## config.mk

```make
export PLATFORM = sky130hd
export DESIGN_NAME = mac_word_feeder
export DESIGN_NICKNAME = d
export VERILOG_FILES = /design/src/rtl/mac_word_feeder.sv
export SDC_FILE = /design/constraint.sdc
export NUM_CORES = 1
export LEC_CHECK = 0
export CELL_PAD_IN_SITES_DETAIL_PLACEMENT = 0
export CELL_PAD_IN_SITES_GLOBAL_PLACEMENT = 2
export CORE_MARGIN = 2
export CORE_UTILIZATION = 26
export CTS_CLUSTER_DIAMETER = 40
export CTS_CLUSTER_SIZE = 8
export DETAILED_ROUTE_END_ITERATION = 6
export PLACE_DENSITY = 0.83
export SYNTH_ARGS = -nofsm -noshare
export SYNTH_HDL_FRONTEND = slang
export SYNTH_SLANG_ARGS = --single-unit
```

## constraint.sdc

```tcl
create_clock -name clk -period 3.1 [get_ports clk]
set_input_delay 0.31 -clock clk [delete_from_list [all_inputs] [get_ports clk]]
set_output_delay 0.31 -clock clk [all_outputs]
set_load 0.01 [all_outputs]
```

## src/rtl/mac_word_feeder.sv

```systemverilog
`default_nettype none
// ============================================================================
// Module   : mac_word_feeder
// Purpose  : Source-side sequencer for the byte-serial MAC datapath.
//            - Reads paired attribute/coefficient words from two synchronous
//              RAMs that share one address.
//            - Holds each word pair on inputattr/inputcoeff for one 4-cycle
//              frame.
//            - Samples the MAC accumulator once per word at a fixed frame
//              phase and offers the result on a 1-entry valid/ready register.
//            - Keeps a running total of every captured result.
// Ports    : clk, rst_n           - clock, synchronous active-low reset
//            start, base_addr,
//            n_words             - job request (honoured only when idle)
//            ram_en, ram_addr    - shared read strobe/address to both RAMs
//            attr_rdata,
//            coeff_rdata         - RAM data, valid 1 cycle after ram_en
//            inputattr,
//            inputcoeff          - word pair presented to the MAC
//            mac_acc             - MAC accumulator (20 bits)
//            res_data, res_valid,
//            res_ready           - per-word result handshake
//            total               - running sum of captured results
//            busy, done          - job status / one-cycle end-of-job pulse
//            overflow            - sticky: a result was overwritten unread
// Revision : 1.0 - initial release
// ============================================================================
module mac_word_feeder #(
    parameter int ATTR_WIDTH      = 24,
    parameter int RAM1_DATA_WIDTH = 24,
    parameter int ADDR_WIDTH      = 10,
    parameter int TOTAL_WIDTH     = 28,
    parameter int CAP_PHASE       = 3,
    parameter int RES_LAG         = 1
) (
    input  logic                       clk,
    input  logic                       rst_n,
    input  logic                       start,
    input  logic [ADDR_WIDTH-1:0]      base_addr,
    input  logic [ADDR_WIDTH-1:0]      n_words,
    output logic                       ram_en,
    output logic [ADDR_WIDTH-1:0]      ram_addr,
    input  logic [ATTR_WIDTH-1:0]      attr_rdata,
    input  logic [RAM1_DATA_WIDTH-1:0] coeff_rdata,
    output logic [ATTR_WIDTH-1:0]      inputattr,
    output logic [RAM1_DATA_WIDTH-1:0] inputcoeff,
    input  logic [19:0]                mac_acc,
    output logic [19:0]                res_data,
    output logic                       res_valid,
    input  logic                       res_ready,
    output logic [TOTAL_WIDTH-1:0]     total,
    output logic                       busy,
    output logic                       done,
    output logic                       overflow
);

    // The frame counter keeps running through DRAIN, so it needs headroom
    // beyond n_words for up to three extra frames.
    localparam int                    c_frame_w   = ADDR_WIDTH + 2;
    localparam logic [1:0]            c_cap_phase = 2'(CAP_PHASE);
    localparam logic [c_frame_w-1:0]  c_res_lag   = c_frame_w'(RES_LAG);

    typedef enum logic [2:0] {
        S_IDLE   = 3'd0,
        S_PRIME  = 3'd1,
        S_STREAM = 3'd2,
        S_DRAIN  = 3'd3,
        S_FLUSH  = 3'd4
    } state_t;

    state_t                       r_state;
    state_t                       w_state_nxt;

    logic [ADDR_WIDTH-1:0]        r_base;
    logic [ADDR_WIDTH-1:0]        r_n;
    logic [1:0]                   r_phase;
    logic [c_frame_w-1:0]         r_frame;
    logic [ADDR_WIDTH-1:0]        r_cap_cnt;
    logic [ATTR_WIDTH-1:0]        r_attr;
    logic [RAM1_DATA_WIDTH-1:0]   r_coeff;
    logic [19:0]                  r_res_data;
    logic                         r_res_valid;
    logic [TOTAL_WIDTH-1:0]       r_total;
    logic                         r_done;
    logic                         r_overflow;

    logic                         w_ram_en;
    logic [ADDR_WIDTH-1:0]        w_ram_addr;
    logic                         w_start_job;
    logic                         w_load_word;
    logic                         w_load_zero;
    logic                         w_finish;
    logic                         w_capture;
    logic                         w_more;
    logic                         w_last_frame;
    logic                         w_last_cap;
    logic                         w_accept;
    logic [c_frame_w-1:0]         w_n_ext;
    logic [c_frame_w-1:0]         w_frame_inc;

    assign w_n_ext      = {2'b00, r_n};
    assign w_frame_inc  = r_frame + c_frame_w'(1);
    // Another word exists after the one currently on the MAC inputs.
    assign w_more       = (w_frame_inc < w_n_ext);
    assign w_last_frame = (w_frame_inc == w_n_ext);
    assign w_last_cap   = ((r_cap_cnt + ADDR_WIDTH'(1)) == r_n);
    assign w_accept     = r_res_valid & res_ready;

    // Result of word k appears RES_LAG frames after word k was presented;
    // the counter check stops captures once all n results are in.
    assign w_capture = ((r_state == S_STREAM) || (r_state == S_DRAIN)) &&
                       (r_phase == c_cap_phase) &&
                       (r_frame >= c_res_lag) &&
                       (r_cap_cnt < r_n);

    // ------------------------------------------------------------------
    // State register
    // ------------------------------------------------------------------
    always_ff @(posedge clk) begin
        if (!rst_n) begin
            r_state <= S_IDLE;
        end else begin
            r_state <= w_state_nxt;
        end
    end

    // ------------------------------------------------------------------
    // Next-state and control decode
    // ------------------------------------------------------------------
    always_comb begin
        w_state_nxt = r_state;
        w_ram_en    = 1'b0;
        w_ram_addr  = '0;
        w_start_job = 1'b0;
        w_load_word = 1'b0;
        w_load_zero = 1'b0;
        w_finish    = 1'b0;

        case (r_state)
            S_IDLE: begin
                if (start) begin
                    w_start_job = 1'b1;
                    if (n_words != '0) begin
                        w_state_nxt = S_PRIME;
                    end
                end
            end

            // PRIME reuses r_phase as its two-cycle counter: phase 0 issues
            // the first read, phase 1 registers the returned data.
            S_PRIME: begin
                if (r_phase == 2'd0) begin
                    w_ram_en   = 1'b1;
                    w_ram_addr = r_base;
                end else begin
                    w_load_word = 1'b1;
                    w_state_nxt = S_STREAM;
                end
            end

            S_STREAM: begin
                if ((r_phase == 2'd2) && w_more) begin
                    w_ram_en   = 1'b1;
                    w_ram_addr = r_base + r_frame[ADDR_WIDTH-1:0] + ADDR_WIDTH'(1);
                end
                if (r_phase == 2'd3) begin
                    w_load_word = 1'b1;
                    w_load_zero = ~w_more;
                    if (w_last_frame) begin
                        w_state_nxt = S_DRAIN;
                    end
                end
            end

            S_DRAIN: begin
                if (w_capture && w_last_cap) begin
                    w_state_nxt = S_FLUSH;
                end
            end

            S_FLUSH: begin
                if (!r_res_valid) begin
                    w_finish    = 1'b1;
                    w_state_nxt = S_IDLE;
                end
            end

            default: begin
                w_state_nxt = S_IDLE;
            end
        endcase
    end

    // ------------------------------------------------------------------
    // Datapath
    // ------------------------------------------------------------------
    always_ff @(posedge clk) begin
        if (!rst_n) begin
            r_base      <= '0;
            r_n         <= '0;
            r_phase     <= '0;
            r_frame     <= '0;
            r_cap_cnt   <= '0;
            r_attr      <= '0;
            r_coeff     <= '0;
            r_res_data  <= '0;
            r_res_valid <= 1'b0;
            r_total     <= '0;
            r_done      <= 1'b0;
            r_overflow  <= 1'b0;
        end else begin
            r_done <= w_finish;

            if (w_start_job) begin
                r_base     <= base_addr;
                r_n        <= n_words;
                r_total    <= '0;
                r_overflow <= 1'b0;
                r_phase    <= '0;
                r_frame    <= '0;
                r_cap_cnt  <= '0;
                // Empty job: nothing to fetch, report completion directly.
                if (n_words == '0) begin
                    r_done <= 1'b1;
                end
            end

            if (r_state == S_PRIME) begin
                // 0 -> 1, then 1 -> 0 so STREAM starts at phase 0.
                r_phase <= {1'b0, ~r_phase[0]};
            end else if ((r_state == S_STREAM) || (r_state == S_DRAIN)) begin
                r_phase <= r_phase + 2'd1;
                if (r_phase == 2'd3) begin
                    r_frame <= w_frame_inc;
                end
            end

            if (w_load_word) begin
                r_attr  <= w_load_zero ? '0 : attr_rdata;
                r_coeff <= w_load_zero ? '0 : coeff_rdata;
            end

            // A capture always wins the output register; it counts as lost
            // only if the previous result is still pending and not taken.
            if (w_capture) begin
                r_res_data  <= mac_acc;
                r_res_valid <= 1'b1;
                r_total     <= r_total + TOTAL_WIDTH'(mac_acc);
                r_cap_cnt   <= r_cap_cnt + ADDR_WIDTH'(1);
                if (r_res_valid && !res_ready) begin
                    r_overflow <= 1'b1;
                end
            end else if (w_accept) begin
                r_res_valid <= 1'b0;
            end
        end
    end

    assign ram_en     = w_ram_en;
    assign ram_addr   = w_ram_addr;
    assign inputattr  = r_attr;
    assign inputcoeff = r_coeff;
    assign res_data   = r_res_data;
    assign res_valid  = r_res_valid;
    assign total      = r_total;
    assign busy       = (r_state != S_IDLE);
    assign done       = r_done;
    assign overflow   = r_overflow;

endmodule
`default_nettype wire

```

## Yosys cells after proc, flatten, opt, wreduce, memory -nomap -nowiden

Index checks and enable logic that the tools add are counted.

- Add/subtract/negate cells: 6
- Magnitude comparators: 3
- Eq/ne operators: 15
- Multiplexer cells: 43
- Bitwise logic cells: 4
- Reduce and logical (&&, ||, !) cells: 19

Operator list:

| operator | number |
|---|---|
| 28-bit two-way mux | 2 |
| 12-bit two-way mux | 4 |
| 24-bit two-way mux | 2 |
| 10-bit two-way mux | 4 |
| 28-bit by 20-bit adder with 28-bit output | 1 |
| 3-bit two-way mux | 7 |
| 10-bit by 1-bit adder with 10-bit output (second input constant) | 2 |
| 10-bit case mux with 2 select lines | 1 |
| 1-bit two-way mux | 18 |
| 3-bit case mux with 5 select lines | 1 |
| 2-bit != test (second input constant) | 7 |
| 12-bit by 1-bit adder with 12-bit output (second input constant) | 1 |
| 12-bit by 10-bit == test with 1-bit output | 1 |
| 12-bit by 1-bit greater-or-equal comparator with 1-bit output (second input constant) | 1 |
| 12-bit by 10-bit less-than comparator with 1-bit output | 1 |
| 10-bit adder | 1 |
| 10-bit == test | 1 |
| 10-bit zero test | 1 |
| 10-bit less-than comparator | 1 |
| 10-bit nonzero test | 1 |
| 7-bit AND reduction | 1 |
| 3-bit by 2-bit == test with 1-bit output (second input constant) | 2 |
| 1-bit logical AND | 6 |
| 2-bit nonzero test | 3 |
| 14 further kinds | 20 |

- Register bits after elaboration: 146
- Output and inout bits: 111
- Word-level logic and storage cells: 104

## Depth between registers and ports, before layout

- Depth in word-level cells: 8
- Depth in mapped cells: 17
- Depth with buffers taken out: 13

## Worst setup path before layout

OpenSTA, ideal clock, no wires.

- Kind: reg2out
- Start point: register r_frame[2]
- End point: output port ram_addr[9]
- Arrival time: 2.770 ns
- Data required time: 2.790 ns
- Path slack: 0.020 ns
- Stages on the path, launching flop included: 17
- Cells stage by stage: dfxtp_1 buf_2 nand3_1 nor2_1 and3_1 clkbuf_1 and3_1 xor2_1 ha_1 and4_1 nand3_1 a21oi_1 nor3_1 and4_1 buf_2 nand3b_1 o211ai_1

- Word-level cells in the longest chain between the ends: 5

Ends and longest elaborated chain:

| element | RTL line | RTL |
|---|---|---|
| start, declared | 77 | `logic [c_frame_w-1:0] r_frame;` |
| start signal, assigned | 234 | `r_frame <= w_frame_inc;` |
| 12-bit by 1-bit adder with 12-bit output | 102 | `assign w_frame_inc = r_frame + c_frame_w'(1);` |
| 12-bit by 10-bit less-than comparator with 1-bit output | 104 | `assign w_more = (w_frame_inc < w_n_ext);` |
| 1-bit logical AND | 162 | `if ((r_phase == 2'd2) && w_more) begin` |
| 10-bit two-way mux * | 162 |  |
| 10-bit case mux with 2 select lines * | 139 | `case (r_state)` |
| end, declared | 42 | `output logic [ADDR_WIDTH-1:0] ram_addr,` |

Mark *: on every way between the ends. The rest lies on a longest branch, timed or not.

## Final worst setup path

- Start point: register r_frame[0]
- End point: output port ram_addr[3]

The elaborated chain is that of the path after synthesis.

==> results.cfg <==
[global_route]
grt_pass1_vias = 7610
grt_pass1_wl_um = 40200
grtUsageTotal_pct = 16.1
grt_overflow = 0
grt_max_degree = 49
antenna_found_initial = 0

[cts]
cts_root_buffer = clkbuf_16
cts-buffers-inserted = 17
cts.path.max_buffers = 2
path_clk_slew_ns = 0.08
cts_hold_buf = 0
tritoncts = done
cts_sinks = 146
htreeDepth = 4
clkLatencyLatePin_ns = 0.44

[pwr]
p_per_area_mw_per_mm2 = 476
ir_worst_vdd_mv = 0.363
leakage_nw = 4.44

[synth]
ys_seq_elements = 146
synth_ff_type = dfxtp_1
syn-cell-area_mm2 = 0.00790
yosysTopAreaCell = dfxtp_1
synth_top_area_share_pct = 37.0
syn_inst = 930
synthArstFlopShare_pct = 0
ys_warn_count = 0
yosysSeqAreaShare_pct = 37.0
synth.most_common_cell = dfxtp_1
synth.net_count = 1080
synthTopCellsByArea = dfxtp_1 37%, ha_1 8.9%, nand2_1 6.4%, a22o_1 6.3%, a21boi_0 4.5%
ys_top_cells_by_count = 146 x dfxtp_1, 134 x nand2_1, 57 x a22o_1
avgSynthCellArea_um2 = 8.49
synth_edf_count = 0
ys_types = 58

[cells_and_area]
stdcell_area_mm2 = 0.0114
syn2layout_area_growth_pct = 44.2
multi_input_area_mm2 = 0.00480
layout.nets = 1314
nFillCells = 3042
drive_gt1_share_pct = 12.1
regArea_mm2 = 0.00293
num_antenna_cells = 0

[setup_path]
reg2reg_depth = 16
regToRegSetupSlack_ns = 0.19
worst_r2r_endpoint = inputattr[6]
crit_arrival_ns = 3.03
cp-end-kind = output port
worst-setup-path-type = register to output port
cp-start-kind = register
crit_top_cell = ha_1
critPathMaxFanout = 6
crit_chain = buf_4 -> inv_1 -> ha_1 -> ha_1 -> nor2b_1 -> o21bai_1 -> a21oi_2 -> nor3_2 -> and4_1 -> buf_6 -> buf_12 -> a22o_1 -> buf_2
critPathRequiredTime_ns = 2.79
cpPeakStageDelay_ns = 0.37
cpMaxStageDelayCell = dfxtp_4
worstReg2RegStart = r_frame[1]

[flow_run]
max-cap-violations = 0

[route]
num_vias = 7526
drtIter0Drc = 258
wl_per_cell_um = 16.2
drc_errors = 0
via_per_inst = 4.80
ant_nets = 0
dr.pass1.iters = 4
finalWirelength_um = 25400

[sta]
fin_ws_ns = -0.244
post-route-period-util_pct = 108
hold_viol = 0
fmax_mhz = 299
skew_ns = 0.0154
finalSetupViolations = 11
rsz0062_at_grt = true
slew_headroom_pct = 54.3
worstMarginPinSlew_ns = 0.685
slew_violations = 0
min_period_ns = 3.34

[place]
gp_congestion = 0.805
place_hpwl_um = 18100
numPortBuffers = 202
place_area_mm2 = 0.0106
dpl_worst_slack_ns = -0.487

[outcome]
violations = setup timing
outcome = finished with violations

[floorplanning]
fp.coreArea_mm2 = 0.0298
dieArea_mm2 = 0.0318
initial_core_util_pct = 26.5
die_x_um = 178
std_cell_rows = 63
pin_count = 203
die_y_um = 178

[min_path]
hold_path_class = input port to register
holdPathStages = 3
holdCritStartpoint = rst_n
whs_endpoint = total[21]
-- state kept, by name, indices dropped and copies added (netlist names), 10 cells and up --
signal and flops:
total 28, r_cap_cnt 10, res_data 20, r_frame 12, inputattr 24, r_n 10, inputcoeff 24, r_base 10
-- critical path, delay by kind of cell (launching register included) --
family / cells / cell delay [ns]
AO/OA/AOI/OAI: 3 / 0.36
buffers and inverters: 5 / 0.60
AND/OR/NAND/NOR: 3 / 0.62
adder cells (fa/ha/maj): 2 / 0.65
flip-flops: 1 / 0.37
-- power by group --
part	switching, mW	internal [mW]
Combinational	0.681	0.585
Clock	0.999	1.08
Sequential	0.0908	1.99
Total	1.77	3.65
-- final cells by class --
class	count	share of cell area, %
clock buffers	17	3.74
inverters	29	0.956
multi-input cells	707	42.1
repair buffers	263	21.7
well taps	390	4.29
clock inverters	15	1.42
flip-flops and latches	146	25.8
-- metrics by stage --
stage / instances / TNS (ns) / power (mW) / util (%) / hold WS, ns
detailed placement: 1527 / -26.75 / 3.36 / 35.7 / 0.446
finish: 1567 / -1.97 / 5.42 / 38.2 / 0.276
global placement: 1527 / -18.03 / 3.35 / 35.7 / 0.448
CTS: 1564 / -2.61 / 5.51 / 37.9 / 0.276
global route: 1567 / -4.23 / 5.72 / 38.2 / 0.313
floorplan: 930 / 0 / 2.75 / - / 0.443
-- routing by layer --
metal,GRT usage [%],vias up,wire [um]
met5,0,-,0
met4,4.34,0,362
met3,4.35,22,1520
met2,28.0,169,12200
met1,19.5,3525,11300
li1,-,3810,-
-- how the worst max path moves through the flow --
stage	start	to	slack (ns)	depth (start not counted)
after global routing	r_frame[1]	ram_addr[3]	-0.45	15
after detailed placement	r_frame[0]	inputattr[1]	-0.49	14
after global placement	r_frame[0]	inputcoeff[14]	-0.32	14
after floorplan	r_frame[2]	ram_addr[9]	0.02	16
after CTS	r_frame[1]	ram_addr[9]	-0.27	15
final	r_frame[0]	ram_addr[3]	-0.24	13
-- cell families after synthesis --
group / count (synthesis) / share of synthesized area [%]
AOI/OAI and AO/OA: 270 / 23.8
DFF: 146 / 37.0
adders and majority gates: 58 / 9.38
xor gates and xnor gates: 45 / 4.99
muxes: 6 / 0.777
and+or+nand+nor: 325 / 19.9
buffers and inverters: 80 / 4.22
-- placed cells by master, fill, tap and decap left out, drive strengths merged, types with 5 or more instances in the layout --
master,n
and4,8
a211oi,5
nor2b,10
clkbuf,17
a21oi,50
or2,5
and3,11
o21ai,49
a21boi,47
nor2,57
nand2b,8
a22o,57
xor2,16
or3,5
a31oi,6
mux2i,5
inv,37
buf,73
xnor2,29
and2,13
nand2,134
a21o,11
nor3,13
clkdlybuf4s50,190
nand4,6
nor4,7
ha,56
nand3b,9
o211ai,9
dfxtp,146
nand3,32
clkinv,5
-- repair_timing --
action,CTS,global route
gates cloned,3,0
endpoints found under the setup margin,59,59
endpoints found under the hold margin,0,0
resized for setup,59,16
pin swaps,10,7
setup buffers,3,3
Note: power is estimated with default switching activity, not from simulation.
